`src/rtl/stk_pipe_mem_bank_array.sv`:
```
// stk_pipe_mem_bank_array: banked single-port memory with self-initialising sweep,
// per-word even parity and a 1- or 2-cycle registered read path.
// Each bank lives in stk_pipe_mem_bank; the top owns the init FSM shared by all banks.

// One bank: storage, access qualification and the read pipeline.
module stk_pipe_mem_bank #(
  parameter int              LINES_N   = 64,
  parameter int              W         = 16,
  parameter int              RD_LAT    = 1,
  parameter int              PARITY_EN = 1,
  parameter logic [W-1:0]    INIT_VAL  = '0,
  localparam int             AW        = $clog2(LINES_N)
) (
  input  logic          clk,
  input  logic          arst_n,
  input  logic          run,
  input  logic          init_we,
  input  logic [AW-1:0] init_addr,
  input  logic          ce,
  input  logic          we,
  input  logic          perr_inj,
  input  logic [AW-1:0] addr,
  input  logic [W-1:0]  din,
  output logic [W-1:0]  dout,
  output logic          vld,
  output logic          perr
);
  // Addresses past LINES_N only exist when the depth is not a power of two.
  localparam bit POW2 = (LINES_N == (1 << AW));

  // Word layout: {parity, data}.
  logic [W:0]           mem [LINES_N];
  logic                 addr_ok;
  logic                 wr;
  logic                 rd;
  logic [RD_LAT:1]      vld_pipe;
  logic [RD_LAT:1][W:0] dat_pipe;

  assign addr_ok = POW2 || (32'(addr) < 32'(LINES_N));
  assign wr      = run & ce & we & addr_ok;
  assign rd      = run & ce & ~we & addr_ok;

  // Storage is not reset; the sweep and normal writes share the single port
  // (they never overlap since requests are gated until the sweep is done).
  always_ff @(posedge clk) begin
    if (init_we)
      mem[init_addr] <= {^INIT_VAL, INIT_VAL};
    else if (wr)
      mem[addr] <= {(^din) ^ perr_inj, din};
  end

  // Read pipeline: stage 1 samples the array, stage 2 (RD_LAT=2) is a plain
  // output register. Data stages load only with a valid word so outputs hold.
  always_ff @(posedge clk or negedge arst_n) begin
    if (!arst_n) begin
      vld_pipe <= '0;
      dat_pipe <= '0;
    end else begin
      for (int s = RD_LAT; s >= 2; s--) begin
        vld_pipe[s] <= vld_pipe[s-1];
        if (vld_pipe[s-1]) dat_pipe[s] <= dat_pipe[s-1];
      end
      vld_pipe[1] <= rd;
      if (rd) dat_pipe[1] <= mem[addr];
    end
  end

  assign dout = dat_pipe[RD_LAT][W-1:0];
  assign vld  = vld_pipe[RD_LAT];
  assign perr = (PARITY_EN != 0) && ((^dat_pipe[RD_LAT][W-1:0]) != dat_pipe[RD_LAT][W]);

  a_addr_range: assert property (@(posedge clk) disable iff (!arst_n)
    !(run && ce && !addr_ok))
    else $error("illegal address %0d in bank access", addr);

endmodule

// Top: init sweep FSM plus the bank array.
module stk_pipe_mem_bank_array #(
  parameter int           BANKS_N   = 4,
  parameter int           LINES_N   = 64,
  parameter int           W         = 16,
  parameter int           RD_LAT    = 1,
  parameter int           INIT_EN   = 1,
  parameter logic [W-1:0] INIT_VAL  = '0,
  parameter int           PARITY_EN = 1,
  localparam int          AW        = $clog2(LINES_N)
) (
  input  logic                        clk,
  input  logic                        arst_n,
  input  logic [BANKS_N-1:0]          i_ce,
  input  logic [BANKS_N-1:0]          i_we,
  input  logic [BANKS_N-1:0][AW-1:0]  i_addr,
  input  logic [BANKS_N-1:0][W-1:0]   i_din,
  input  logic [BANKS_N-1:0]          i_perr_inj,
  output logic [BANKS_N-1:0][W-1:0]   o_dout,
  output logic [BANKS_N-1:0]          o_vld,
  output logic [BANKS_N-1:0]          o_perr,
  output logic                        o_init_done
);
  typedef enum logic {S_INIT, S_RUN} state_t;

  state_t        state;
  logic [AW-1:0] cnt;
  logic          init_done;
  logic          init_we;

  // Sweep INIT_VAL through every line after reset; init_done rises with the last write.
  always_ff @(posedge clk or negedge arst_n) begin
    if (!arst_n) begin
      state     <= (INIT_EN != 0) ? S_INIT : S_RUN;
      cnt       <= '0;
      init_done <= (INIT_EN == 0);
    end else if (state == S_INIT) begin
      cnt <= cnt + AW'(1);
      if (cnt == AW'(LINES_N - 1)) begin
        state     <= S_RUN;
        init_done <= 1'b1;
      end
    end
  end

  assign init_we     = (state == S_INIT);
  assign o_init_done = init_done;

  for (genvar b = 0; b < BANKS_N; b++) begin : g_bank
    stk_pipe_mem_bank #(
      .LINES_N   (LINES_N),
      .W         (W),
      .RD_LAT    (RD_LAT),
      .PARITY_EN (PARITY_EN),
      .INIT_VAL  (INIT_VAL)
    ) u_bank (
      .clk       (clk),
      .arst_n    (arst_n),
      .run       (init_done),
      .init_we   (init_we),
      .init_addr (cnt),
      .ce        (i_ce[b]),
      .we        (i_we[b]),
      .perr_inj  (i_perr_inj[b]),
      .addr      (i_addr[b]),
      .din       (i_din[b]),
      .dout      (o_dout[b]),
      .vld       (o_vld[b]),
      .perr      (o_perr[b])
    );
  end

  // Requests during the sweep are dropped; flag them so the source gets fixed.
  a_ce_in_init: assert property (@(posedge clk) disable iff (!arst_n)
    !(!init_done && (|i_ce)))
    else $warning("i_ce seen while init sweep in progress; request dropped");

endmodule

```
`config.mk`:
```
export PLATFORM = sky130hd
export DESIGN_NAME = stk_pipe_mem_bank_array
export DESIGN_NICKNAME = d
export VERILOG_FILES = /design/src/rtl/stk_pipe_mem_bank_array.sv
export SDC_FILE = /design/constraint.sdc
export NUM_CORES = 2
export LEC_CHECK = 0
export CORE_ASPECT_RATIO = 1.25
export CORE_MARGIN = 3
export CORE_UTILIZATION = 40
export DETAILED_ROUTE_END_ITERATION = 8
export HOLD_SLACK_MARGIN = 0.02
export PLACE_DENSITY_LB_ADDON = 0.25
export SLEW_MARGIN = 20
export SYNTH_ARGS = -nofsm -noshare
export SYNTH_HDL_FRONTEND = slang
export SYNTH_HIERARCHICAL = 1
export SYNTH_MEMORY_MAX_BITS = 65536
export SYNTH_SLANG_ARGS = --single-unit
```
`constraint.sdc`:
```
create_clock -name clk -period 6.4 [get_ports clk]
set_input_delay 0.96 -clock clk [delete_from_list [all_inputs] [get_ports clk]]
set_output_delay 0.96 -clock clk [all_outputs]
set_load 0.01 [all_outputs]
```
# Word level (Yosys, flattened, before mapping)
# Memories as Yosys holds them, arrays and structs flattened. A register that Yosys moved wholly into a read port is not among the register bits.
# Cells that the tools add are included.
# totals
reg_bits	12
mem_count	4
ramBits	4352
# op_classes
bitwise_logic	21
muxes	27
n_addsub	1
reduce_logical	17
eq_ne	5
# mem_list
memory	depth	word_bits	rd	rd_ports_with_merged_regs	wr	line_no	source
g_bank[0].u_bank.mem	64	17	1	1	1	32	logic [W:0] mem [LINES_N];
g_bank[1].u_bank.mem	64	17	1	1	1	32	
g_bank[2].u_bank.mem	64	17	1	1	1	32	
g_bank[3].u_bank.mem	64	17	1	1	1	32	
# ops
operator	count
$reduce_xor A16 Y1	8
$mux W17	4
$reduce_or A17 Y1	4
$mux W6	4
$mux W1	19
$and A1 B1 Y1	12
$add A6 B1 Y6 const B	1
$eq A6 B6 Y1 const B	1
$not A1 Y1	5
$logic_not A1 Y1	4
$ne A1 B1 Y1	4
$xor A1 B1 Y1	4
$reduce_and A2 Y1	1

# Longest topological paths before layout
# logic_depth
ltp_word	7
mapped_depth	10
depth_no_buf	7

# Cells and area by module
# Netlist, hierarchy kept.
# modules_own_cells
mod	area_each_um2	cells_per_inst	n_inst	seq_area_each_um2
stk_pipe_mem_bank	43377.9	2124	4	33121.8
stk_pipe_mem_bank_array	340.3	26	1	200.2

# Worst setup path after synthesis
# OpenSTA, ideal clock, no wires.
# synth_path
path_type	input to register
startpoint	input i_din[7] (netlist bit)
endpoint	memory g_bank[0].u_bank/mem[0][16] (netlist bit), data pin
required_time_ns	5.901
setup_time_ns	0.499
arrival_ns	3.171
path_stages	6
path_slack_ns	2.729
n_path_buf	0
path_cell_list	xor2_1 xnor2_1 xnor2_1 xnor2_1 xnor2_1 nor2_1
# synth_via
elab_chain_cells	3
# synth_rtl
element	line_no	source
start, declared	94	input logic [BANKS_N-1:0][W-1:0] i_din,
$reduce_xor A16 Y1	49	mem[addr] <= {(^din) ^ perr_inj, din};
$xor A1 B1 Y1	49	
$mux W17 (no source line)	n/a	
end, declared	32	
# Every way passes these cells.

# Final worst setup path
# layout_path
startpoint	register g_bank[2].u_bank/dat_pipe[2] (netlist bit) (read register of g_bank[2].u_bank.mem)
endpoint	output o_perr[2]
# layout_via
elab_chain_cells	2
# layout_rtl
element	line_no	source
start, declared	37	logic [RD_LAT:1][W:0] dat_pipe;
$reduce_xor A16 Y1	70	assign perr = (PARITY_EN != 0) && ((^dat_pipe[RD_LAT][W-1:0]) != dat_pipe[RD_LAT][W]);
$ne A1 B1 Y1	70	
end, declared	98	output logic [BANKS_N-1:0] o_perr,
# Every way passes these cells.

==> summary.md <==
| Metric | Value |
|---|---|
| Outcome | `finished clean` |
| DR iter-0 viols | `8650` |
| IO buf count | `174` |
| Tightest Pin Transition | `1.20 ns` |
| #FFs+latches synth | `4432` |
| GP Congestion | `0.872` |
| Synth async-reset ratio | `1.81%` |
| Vias | `85500` |
| Most common cell on crit path | `xnor2_1` |
| Number of global-route vias before repair | `86300` |
| Area contributors post-synth | `edfxtp_1, mux4_2, mux2i_1` |
| Pre-CTS setup slack | `1.82 ns` |
| Layout area overhead | `13.7%` |
| Mapped Cells | `8522` |
| Synth area leader | `edfxtp_1` |
| Main synth FF type | `edfxtp_1` |
| Worst slew margin | `18.0%` |
| Fin nets | `9029` |
| Final core utilization | `45.7%` |
| Critical path's slowest cell | `xnor2_1` |
| YS warnings | `6` |
| Synth Cell Area | `174000 um^2` |
| WP data arrival | `3.58 ns` |
| Worst vdd ir | `0.242 mV` |
| Syn Nets | `8625` |
| Clock-pin slew on the worst setup and hold paths | `0.06 ns` |
| Power per cell area | `297 nW/um^2` |
| Total track usage | `19.5%` |
| Flop pwr share | `53.5%` |
| Total core area | `433000 um^2` |
| Yosys top cell area share | `75.2%` |
| Fin area | `198000 um^2` |
| Register area share after synthesis | `76.3%` |
| Fin Setup TNS | `0 ns` |
| Unrepaired setup endpoints after global routing | `no` |
| Hold WC Path Type | `reg2reg` |
| Die X | `596 um` |
| CTS max path bufs | `4` |
| Vias/cell | `5.69` |
| Register Area | `133000 um^2` |
| Die area | `443000 um^2` |
| Area after DPL | `183000 um^2` |
| Setup Viol. Count Final | `0` |
| Max-cap violations | `0` |
| Clk pwr share | `44.0%` |
| Post-synth cell types | `46` |
| Post_cts resized | `0` |
| Period utilization | `70.9%` |
| # IOs | `175` |
| CTS tree | `built` |
| Post-detail-place hpwl | `268 mm` |
| Num CTS Buffers | `425` |
| Die H | `743 um` |
| Combinational power share | `2.5%` |
| Worst path max stage delay | `0.58 ns` |
| Synth cell count leaders | `edfxtp_1, mux2i_1, mux4_2` |
| Drt drc | `0` |
| Crit path max-delay family | `XOR/XNOR gates` |
| Gr ovfl total | `0` |
| H-tree Lvls | `5` |
| Final setup margin | `1.86 ns` |
| Root Driver | `clkbuf_16` |
| Layout fillers | `36000` |
| Crit end category | `output port` |
| Internal | `0.0468 W` |
| Switching Fraction | `20.3%` |
| Row count | `270` |
| Switching pwr | `0.0119 W` |
| Antenna Violating Nets Remaining | `0` |
| Routed WL per cell | `29.4 um` |
| Synth Area per Inst | `20.4 um^2` |
| WP buf/inv | `1` |
| Largest net degree at the start of global routing | `115` |
| CP startpoint kind | `register` |
| Kind of critical path | `reg2out` |
| Max Clk Rate | `220 MHz` |
| Worst-path fanout max | `3` |
| CTS sink count | `4432` |
| Later-pin clock latency in the skew report | `1.00 ns` |
| Area of the multi-input gates | `38700 um^2` |
| Hold Slack | `0.566 ns` |
| CP cell instances | `xnor2_1 -> xnor2_1 -> xnor2_1 -> xnor2_1 -> xnor2_1 -> clkdlybuf4s50_1` |
| P_leak | `53.2 nW` |
| Hold Vio Cnt, Final | `0` |
| Clk_skew | `0.0852 ns` |
| Initial core utilization | `40.2%` |
| Final min period | `4.54 ns` |
| Final wirelength | `441 mm` |
| First-pass GRT wire length | `633 mm` |
| Count leader, synth | `edfxtp_1` |
| Worst EP required | `5.44 ns` |
| Post-synth EDFFs | `4352` |
| Initial antenna violation count | `15` |
| Drt pass-1 iters | `6` |
| Share of cells above drive strength 1 | `19.5%` |
| Slew Viols, Final | `0` |
[path summary, 6_finish.rpt]
check / from / endpoint / cells past startpoint / slack [ns]
setup / recovery: g_bank[2].u_bank/dat_pipe[2] / o_perr[2] / 6 / 1.86
hold / removal: g_bank[0].u_bank/dat_pipe[16] / g_bank[0].u_bank/dat_pipe[16] / 1 / 0.57
setup reg to reg: state / g_bank[1].u_bank/mem[27][5] / 7 / 1.96
hold reg to reg: g_bank[0].u_bank/dat_pipe[16] / g_bank[0].u_bank/dat_pipe[16] / 1 / 0.57
max in group asynchronous: arst_n / g_bank[1].u_bank/dat_pipe[10] / 3 / 4.52
min in group asynchronous: arst_n / g_bank[2].u_bank/vld / 2 / 0.58
[worst register-to-register path, stage by stage (launching register included)]
cell	delay, ns
dfrtp_1	0.45
inv_2	0.33
buf_4	0.33
inv_1	0.41
nand4_1	0.66
o22ai_1	0.51
nand2_1	0.39
nor2_2	0.94
[metal layers]
layer	routed length (um)	global-route usage [%]	vias to the layer above	part of all wire, %
met5	0	0	-	0
met4	16000	6.55	0	3.6
met3	26100	2.65	611	5.9
met2	220000	33.1	3136	50
met1	179000	26.0	45500	41
li1	-	-	36300	-
[power by group through the flow]
stage,clock network (W),registers (W),logic [W]
floorplan,0,0.0320,0.000982
global placement,0,0.0320,0.00148
detailed placement,0,0.0320,0.00149
CTS,0.0264,0.0314,0.00149
global route,0.0275,0.0313,0.00154
finish,0.0258,0.0314,0.00147
[stage by stage]
step / std cells / power (W)
6_report: 15000 / 0.0586
5_1_grt: 15000 / 0.0604
4_1_cts: 15000 / 0.0592
3_5_place_dp: 14200 / 0.0335
3_3_place_gp: 14200 / 0.0335
2_1_floorplan: 8522 / 0.0330
[layout make-up]
type / instances / share of cell area [%]
inverters: 10 / 0.0190
clock inverters: 285 / 1.71
diodes: 21 / 0.0266
repair buffers: 521 / 2.33
multi-input cells: 3536 / 19.6
flip-flops and latches: 4432 / 67.1
clock buffers: 501 / 5.58
well taps: 5712 / 3.62
[registers in the layout, summed over array words and instances, names as in the netlist]
signal                  count
cnt                         6
g_bank.u_bank/mem        4352
o_init_done                 1
state                       1
g_bank.u_bank/vld           4
g_bank.u_bank/dat_pipe     68
[cells in the final DEF, fill, tap and decap left out, types with 10 or more instances in the layout]
master and count:
edfxtp_1 4352, mux2i_1 956, mux4_2 544, clkbuf_16 428
a22oi_1 340, buf_4 328, nor2_1 184, clkdlybuf4s50_1 161
a211oi_1 136, mux4_1 136, xnor2_1 112, nand2_1 111
nand3_1 85, o21ai_0 85, clkinv_2 83, clkinv_1 79
dfrtp_1 74, nor2_2 72, o22ai_1 72, mux2_2 69
clkbuf_1 68, a22o_1 68, nor2b_1 68, a31oi_1 68
o211ai_1 68, a221o_1 68, a2111oi_0 63, bufinv_16 61
and2_2 60, diode_2 21, xor2_1 21, clkinvlp_4 21
nor2_4 21, nand2b_1 20, buf_12 17, nand3b_1 16
clkinv_4 13, o21a_1 12, clkinv_16 10
[cell families after synthesis]
| kind of cell | synth area share, % |
|---|---|
| simple gates | 1.90 |
| xor+xnor | 0.670 |
| flops | 76.3 |
| buf+inv | 1.73 |
| fa+ha+maj | 0.00720 |
| mux | 15.1 |
| compound gates | 4.32 |
[what timing repair did]
| action | in CTS | in global routing |
|---|---|---|
| buffers inserted | 0 | 0 |
| hold buffers | 1 | 0 |
| endpoints found under the hold margin | 44 | 0 |
| endpoints found under the setup margin | 0 | 0 |
No activity file was read; power rests on OpenSTA's default activity.
